==> src/rtl/bcd_7seg_scan.sv <==
// bcd_7seg_scan: two-digit multiplexed seven-segment driver.
// Holds a captured BCD pair (tens, ones) and alternates a single segment bus
// between two digit enables. Supports optional leading-zero blanking of the
// tens digit, and shows a dash for any non-BCD nibble.
module bcd_7seg_scan #(
   parameter int unsigned REFRESH_DIV = 1000,
   parameter int unsigned ACTIVE_LOW  = 0
) (
   input  logic       clk,
   input  logic       rst_n,
   input  logic       load,
   input  logic [3:0] tens,
   input  logic [3:0] ones,
   input  logic       blank_lz,
   output logic [6:0] seg,
   output logic [1:0] an,
   output logic       err
);

   localparam int unsigned    CW      = (REFRESH_DIV > 1) ? $clog2(REFRESH_DIV) : 1;
   localparam logic [CW-1:0]  CNT_MAX = CW'(REFRESH_DIV - 1);

   typedef enum logic {
      SEL_ONES = 1'b0,
      SEL_TENS = 1'b1
   } sel_t;

   logic [3:0]    tens_q;
   logic [3:0]    ones_q;
   logic          blz_q;
   logic [CW-1:0] cnt;
   sel_t          sel;

   logic [3:0]    digit;
   logic [6:0]    dec;
   logic          blank;
   logic [6:0]    seg_n;
   logic [1:0]    an_n;
   logic          err_n;

   logic [6:0]    seg_r;
   logic [1:0]    an_r;
   logic          err_r;

   // Capture the displayed value whenever load is high; held until next load.
   always_ff @(posedge clk or negedge rst_n) begin
      if (!rst_n) begin
         tens_q <= '0;
         ones_q <= '0;
         blz_q  <= 1'b0;
      end else if (load) begin
         tens_q <= tens;
         ones_q <= ones;
         blz_q  <= blank_lz;
      end
   end

   // Refresh counter and digit-select state; select flips on counter wrap.
   always_ff @(posedge clk or negedge rst_n) begin
      if (!rst_n) begin
         cnt <= '0;
         sel <= SEL_ONES;
      end else if (cnt == CNT_MAX) begin
         cnt <= '0;
         sel <= (sel == SEL_ONES) ? SEL_TENS : SEL_ONES;
      end else begin
         cnt <= cnt + 1'b1;
      end
   end

   // Decode the selected digit and apply leading-zero blanking.
   always_comb begin
      digit = (sel == SEL_TENS) ? tens_q : ones_q;
      case (digit)
         4'd0:    dec = 7'b0111111;
         4'd1:    dec = 7'b0000110;
         4'd2:    dec = 7'b1011011;
         4'd3:    dec = 7'b1001111;
         4'd4:    dec = 7'b1100110;
         4'd5:    dec = 7'b1101101;
         4'd6:    dec = 7'b1111101;
         4'd7:    dec = 7'b0000111;
         4'd8:    dec = 7'b1111111;
         4'd9:    dec = 7'b1101111;
         default: dec = 7'b1000000;
      endcase
      blank = blz_q && (tens_q == 4'd0) && (sel == SEL_TENS);
      seg_n = blank ? '0 : dec;
      an_n  = blank ? '0 : ((sel == SEL_TENS) ? 2'b10 : 2'b01);
      err_n = (tens_q > 4'd9) || (ones_q > 4'd9);
   end

   // Output register: one cycle from held/select state to the pins.
   always_ff @(posedge clk or negedge rst_n) begin
      if (!rst_n) begin
         seg_r <= '0;
         an_r  <= '0;
         err_r <= 1'b0;
      end else begin
         seg_r <= seg_n;
         an_r  <= an_n;
         err_r <= err_n;
      end
   end

   assign seg = (ACTIVE_LOW != 0) ? ~seg_r : seg_r;
   assign an  = (ACTIVE_LOW != 0) ? ~an_r  : an_r;
   assign err = err_r;

endmodule

==> config.mk <==
export PLATFORM = sky130hd
export DESIGN_NAME = bcd_7seg_scan
export DESIGN_NICKNAME = d
export VERILOG_FILES = /design/src/rtl/bcd_7seg_scan.sv
export SDC_FILE = /design/constraint.sdc
export NUM_CORES = 1
export LEC_CHECK = 0
export ABC_AREA = 1
export BUFFER_PORTS_ARGS = -buffer_cell sky130_fd_sc_hd__buf_2
export CAP_MARGIN = 30
export CORE_MARGIN = 2
export CORE_UTILIZATION = 40
export CTS_CLUSTER_DIAMETER = 150
export DETAILED_ROUTE_END_ITERATION = 10
export GPL_TIMING_DRIVEN = 0
export PLACE_DENSITY = 0.57
export SETUP_SLACK_MARGIN = 0.05
export SLEW_MARGIN = 20
export SYNTH_ARGS = -nofsm -noshare
export SYNTH_HDL_FRONTEND = slang
export SYNTH_SLANG_ARGS = --single-unit
==> constraint.sdc <==
create_clock -name clk -period 1.7 [get_ports clk]
set_clock_uncertainty 0.15 [all_clocks]
set_input_delay 0.51 -clock clk [delete_from_list [all_inputs] [get_ports clk]]
set_output_delay 0.51 -clock clk [all_outputs]
set_load 0.01 [all_outputs]
# Word level (Yosys, flattened, before mapping)
# Memories as Yosys holds them, arrays and structs flattened.
# Cells that the tools add are included.
[word_totals]
regBits = 30
in_bits = 12
out_inout_bits = 10
memories = 1
mem_bits_ro = 112
word_cells = 23
[memory_table]
columns = ["name", "depth", "width", "read_ports", "rd_ports_with_merged_regs", "write_ports", "line", "text"]
rows = [
  ["(no name shown)", 16, 7, 1, 0, 0, "74", "case (digit)"],
]
[op_classes]
reduce_logical = 4
eq_ne = 1
order_cmp = 2
n_mux = 6
n_addsub = 1
[op_table]
columns = ["operator", "n"]
rows = [
  ["10-bit by 1-bit adder with 10-bit output, second input constant", 1],
  ["10-bit equality test, second input constant", 1],
  ["10-bit two-way mux", 1],
  ["4-bit > comparator, second input constant", 2],
  ["7-bit two-way mux", 1],
  ["4-bit zero test", 1],
  ["2-bit two-way mux", 2],
  ["4-bit two-way mux", 1],
  ["1-bit logical AND", 2],
  ["1-bit logical OR", 1],
  ["1-bit two-way mux", 1],
]

# Depth between registers and ports, before layout
[logic_depth]
ltp_word = 4
ltp_mapped = 11
ltp_nobuf = 10

# Worst setup path before layout
# Ideal clock, no wire load.
[synth_path]
path_kind = "register -> register"
from = "reg sel"
to = "reg seg_r[5], in the netlist seg[5]"
arrival_ns = 1.230
t_required_ns = 1.479
stages_incl_launch_ff = 12
setup_time_ns = 0.071
path_buffers = 1
slack_ns = 0.249
synth_period_minus_slack_ns = 1.451
path_cell_list = "dfrtp_1 buf_6 inv_8 nand2_1 nand2_1 inv_1 ha_1 inv_1 nand2_1 nand2_1 nor2_1 nor2_1"
[synth_via]
elab_chain_cells = 3
word_cells_on_any_way = 4
cone_classes = "2 x mux; 1 x reduce/logical; 1 x memory"
[synth_lines]
columns = ["element", "line", "text"]
rows = [
  ["from (decl)", "32", "sel_t sel;"],
  ["from (signal assigned)", "65", "sel <= (sel == SEL_ONES) ? SEL_TENS : SEL_ONES;"],
  ["4-bit two-way mux", "73", "digit = (sel == SEL_TENS) ? tens_q : ones_q;"],
  ["memory 16 x 7 bit", "-", ""],
  ["7-bit two-way mux (*)", "88", "seg_n = blank ? '0 : dec;"],
  ["net seg_n[5]", "37", "logic [6:0] seg_n;"],
  ["to (signal assigned)", "100", "seg_r <= seg_n;"],
  ["to (decl)", "41", "logic [6:0] seg_r;"],
]
# The timed path passes the listed nets; every way through them passes the cells marked *.
# A chain may end at the register's enable or synchronous reset.

# Final worst setup path
[layout_path]
from = "reg sel"
to = "reg seg_r[4], in the netlist seg[4]"
# Same word-level chain as after synthesis.

==> results.ini <==
[cts]
cts_clock_pin_slew_for_the_worst_setup_and_hold_paths_ns = 0.06
clk-insertion-delay-late_ns = 0.28
clock-root-buffer = clkbuf_8
clock_tree_from_tritoncts = built
h-tree-depth = 2
cts_inserted_buffers = 5
cts_num_sinks = 30
cts_hold_buffers = 0
cts-root-to-sink-buffers = 2

[timing]
hold_slack_ns = 0.0952
timing_worst_slew_pin_value_ns = 0.629
setup_repair_after_global_routing_missed_its_margin = false
achievable-frequency_mhz = 645
final_critical_path_setup_slack_ns = 0.149
worst_slew_margin_rel = 0.581
period_share = 0.912
finalCriticalPeriod_ns = 1.55
setup_violations = 0
tns_ns = 0
hold_violations = 0
drv_slew = 0

[worst_setup_path]
worst_ep_required_time_ns = 1.72
endpoint_kind = flop
path_cells = buf_6 > inv_8 > nand2_2 > nand2_2 > buf_4 > ha_1 > nand2_1 > nand2_1 > nor2_1 > nor2_1
critical-path-top-delay-family = simple AND/OR/NAND/NOR gates
critical_path_top_delay_cell = dfrtp_1
cp_bufs_invs = 3
critical_path_peak_fanout = 7
critical_path_startpoint_category = flop
worst-setup-path-type = reg -> reg
critical_path_arrival_ns = 1.57
highest_cell_delay_on_the_worst_timing_path_ns = 0.34

[logic_synthesis]
synth_largest_area_cell = dfrtp_1
synth.cell_area_sq_um = 1500
postSynthCellCount = 183
avgSynthCellArea_sq_um = 8.18
synth-seq-area-share = 0.502
synthTopCellsByArea = dfrtp_1 50%, nand2_1 12%, nor2_1 8.3%
area_share_of_the_largest_cell_type_after_synthesis = 0.502
mappedNetlistNets = 201
ys_seq_elements = 30
total_number_of_yosys_warnings = 0
netlist-cell-type-count = 21

[cells_and_area]
layoutNonFillerInstCount = 264
layout.nets = 233
mostFrequentLayoutCell = nand2_1
layout.filler_cells = 378
most_frequent_cells_in_the_layout = 44 x nand2_1, 32 x nor2_1, 30 x dfrtp_1, 23 x inv_1, 21 x buf_2
num_antenna_cells = 0
synthToLayoutAreaGrowth_pct = 21.2
drive_above_1_share = 0.250

[drt]
drc_errors = 0
first_iter_violations = 68
antenna_left = 0
viasPerCell = 4.50
routedWlPerCell_microns = 9.99
dr_total_vias = 1189
postRouteWirelength_microns = 2640
number_of_optimization_iterations_in_the_first_detailed_route_pass = 4

[global_routing]
wire_length_of_the_first_global_routing_pass_microns = 4740
gr-total-overflow = 0
maximum_number_of_pins_on_one_net_before_global_route_repair = 31
initial_antenna_violation_count = 0
grt_usage = 0.148
first_global_vias = 1121

[die]
fp-row-count = 22
floorplan.die_area_sq_um = 4250
die_h_microns = 65.2
die_width_microns = 65.2
placeableCoreArea_sq_um = 3630
floorplan.initialDensity = 0.412
io-pin-count = 22

[placement]
numPlacedInstances = 251
dp_slack_ns = 0.0818
buffer_ports.inserted = 20
gp_congestion = 0.784
hpwlAfterDp_microns = 1960

[power_and_ir_drop]
worst_ir_drop_vdd_uv = 567
power.static_leakage_uw = 0.000975
power_per_cell_area_nw_per_um2 = 915

[worst_hold_path]
timing.hold.worst.class = in -> async

[job]
cap_violations = 0

[status]
status = complete, no violations

-- layer usage --
layer / GRT usage / part of all wire
met5: 0 / 0
met4: 0.0859 / 0.025
met3: 0.0428 / 0.056
met2: 0.242 / 0.48
met1: 0.172 / 0.44
-- per-stage QoR --
stage	cell area (sq um)	power, uW	util
after global routing	1810	1760	0.499
after global placement	1660	996	0.456
after CTS	1770	1680	0.486
final	1810	1660	0.499
after floorplan	1500	923	-
after detailed placement	1660	1000	0.456
-- cells in the mapped netlist --
cell / instances
nand2_1: 47
nor2_2: 1
a21oi_1: 3
nand3_1: 6
o21ai_0: 10
nand3b_1: 1
inv_1: 24
inv_8: 1
nand2_2: 6
nand2_4: 5
inv_2: 1
ha_1: 6
o211ai_1: 1
xor2_1: 2
nor2_1: 33
dfrtp_1: 30
nand4_1: 2
o21ai_1: 1
buf_2: 1
buf_6: 1
clkbuf_1: 1
-- cell type report --
| type | instances | area (sq um) | area share |
|---|---|---|---|
| inverters | 26 | 105 | 0.0579 |
| multi-input cells | 124 | 631 | 0.348 |
| well taps | 48 | 60.1 | 0.0331 |
| flip-flops and latches | 30 | 751 | 0.414 |
| repair buffers | 25 | 138 | 0.0759 |
| plain buffers | 3 | 20.0 | 0.0110 |
| clock buffers | 8 | 110 | 0.0607 |
-- power by group --
part | leakage (uW) | internal (uW) | total (uW) | switching (uW)
Sequential | 0.000362 | 762 | 777 | 14.5
Combinational | 0.000556 | 83.1 | 221 | 138
Clock | 0.0000575 | 408 | 663 | 255
Total | 0.000975 | 1250 | 1660 | 407
-- flip-flops by register name (all words and copies together) (netlist names) --
register	flops
an	2
seg	7
err	1
tens_q	4
ones_q	4
sel	1
cnt	10
blz_q	1
-- worst reg2reg max path: cells and delay by family, from the launching register on --
kind	cells	cell delay [ns]
and+or+nand+nor	6	0.41
buffers and inverters	3	0.34
DFF	1	0.34
adders and majority gates	1	0.20
-- cells by family (layout without fill, tap and decap cells) --
kind of cell	after synthesis	in the layout	synth area share
and+or+nand+nor	101	101	0.301
buffers and inverters	29	62	0.0836
adders and majority gates	6	6	0.0502
xor gates and xnor gates	2	2	0.0117
DFF	30	30	0.502
AOI/OAI and AO/OA	15	15	0.0518
-- worst paths after layout --
check	startpoint	endpoint	slack [ns]	depth (start not counted)
max	sel	seg[4]	0.15	10
min	rst_n	cnt[4]	0.1	1
max reg2reg	sel	seg[4]	0.15	10
min reg2reg	cnt[0]	cnt[0]	0.31	1
max in group asynchronous	rst_n	seg[6]	0.89	1
min in group clk	ones[2]	ones_q[2]	0.29	3
-- timing repair --
item                                    in CTS  in global routing
endpoints found under the hold margin        0                  0
endpoints found under the setup margin       0                  5
resized for setup                            0                  5
buffers inserted                             0                  5
No activity file was read; power rests on OpenSTA's default activity.
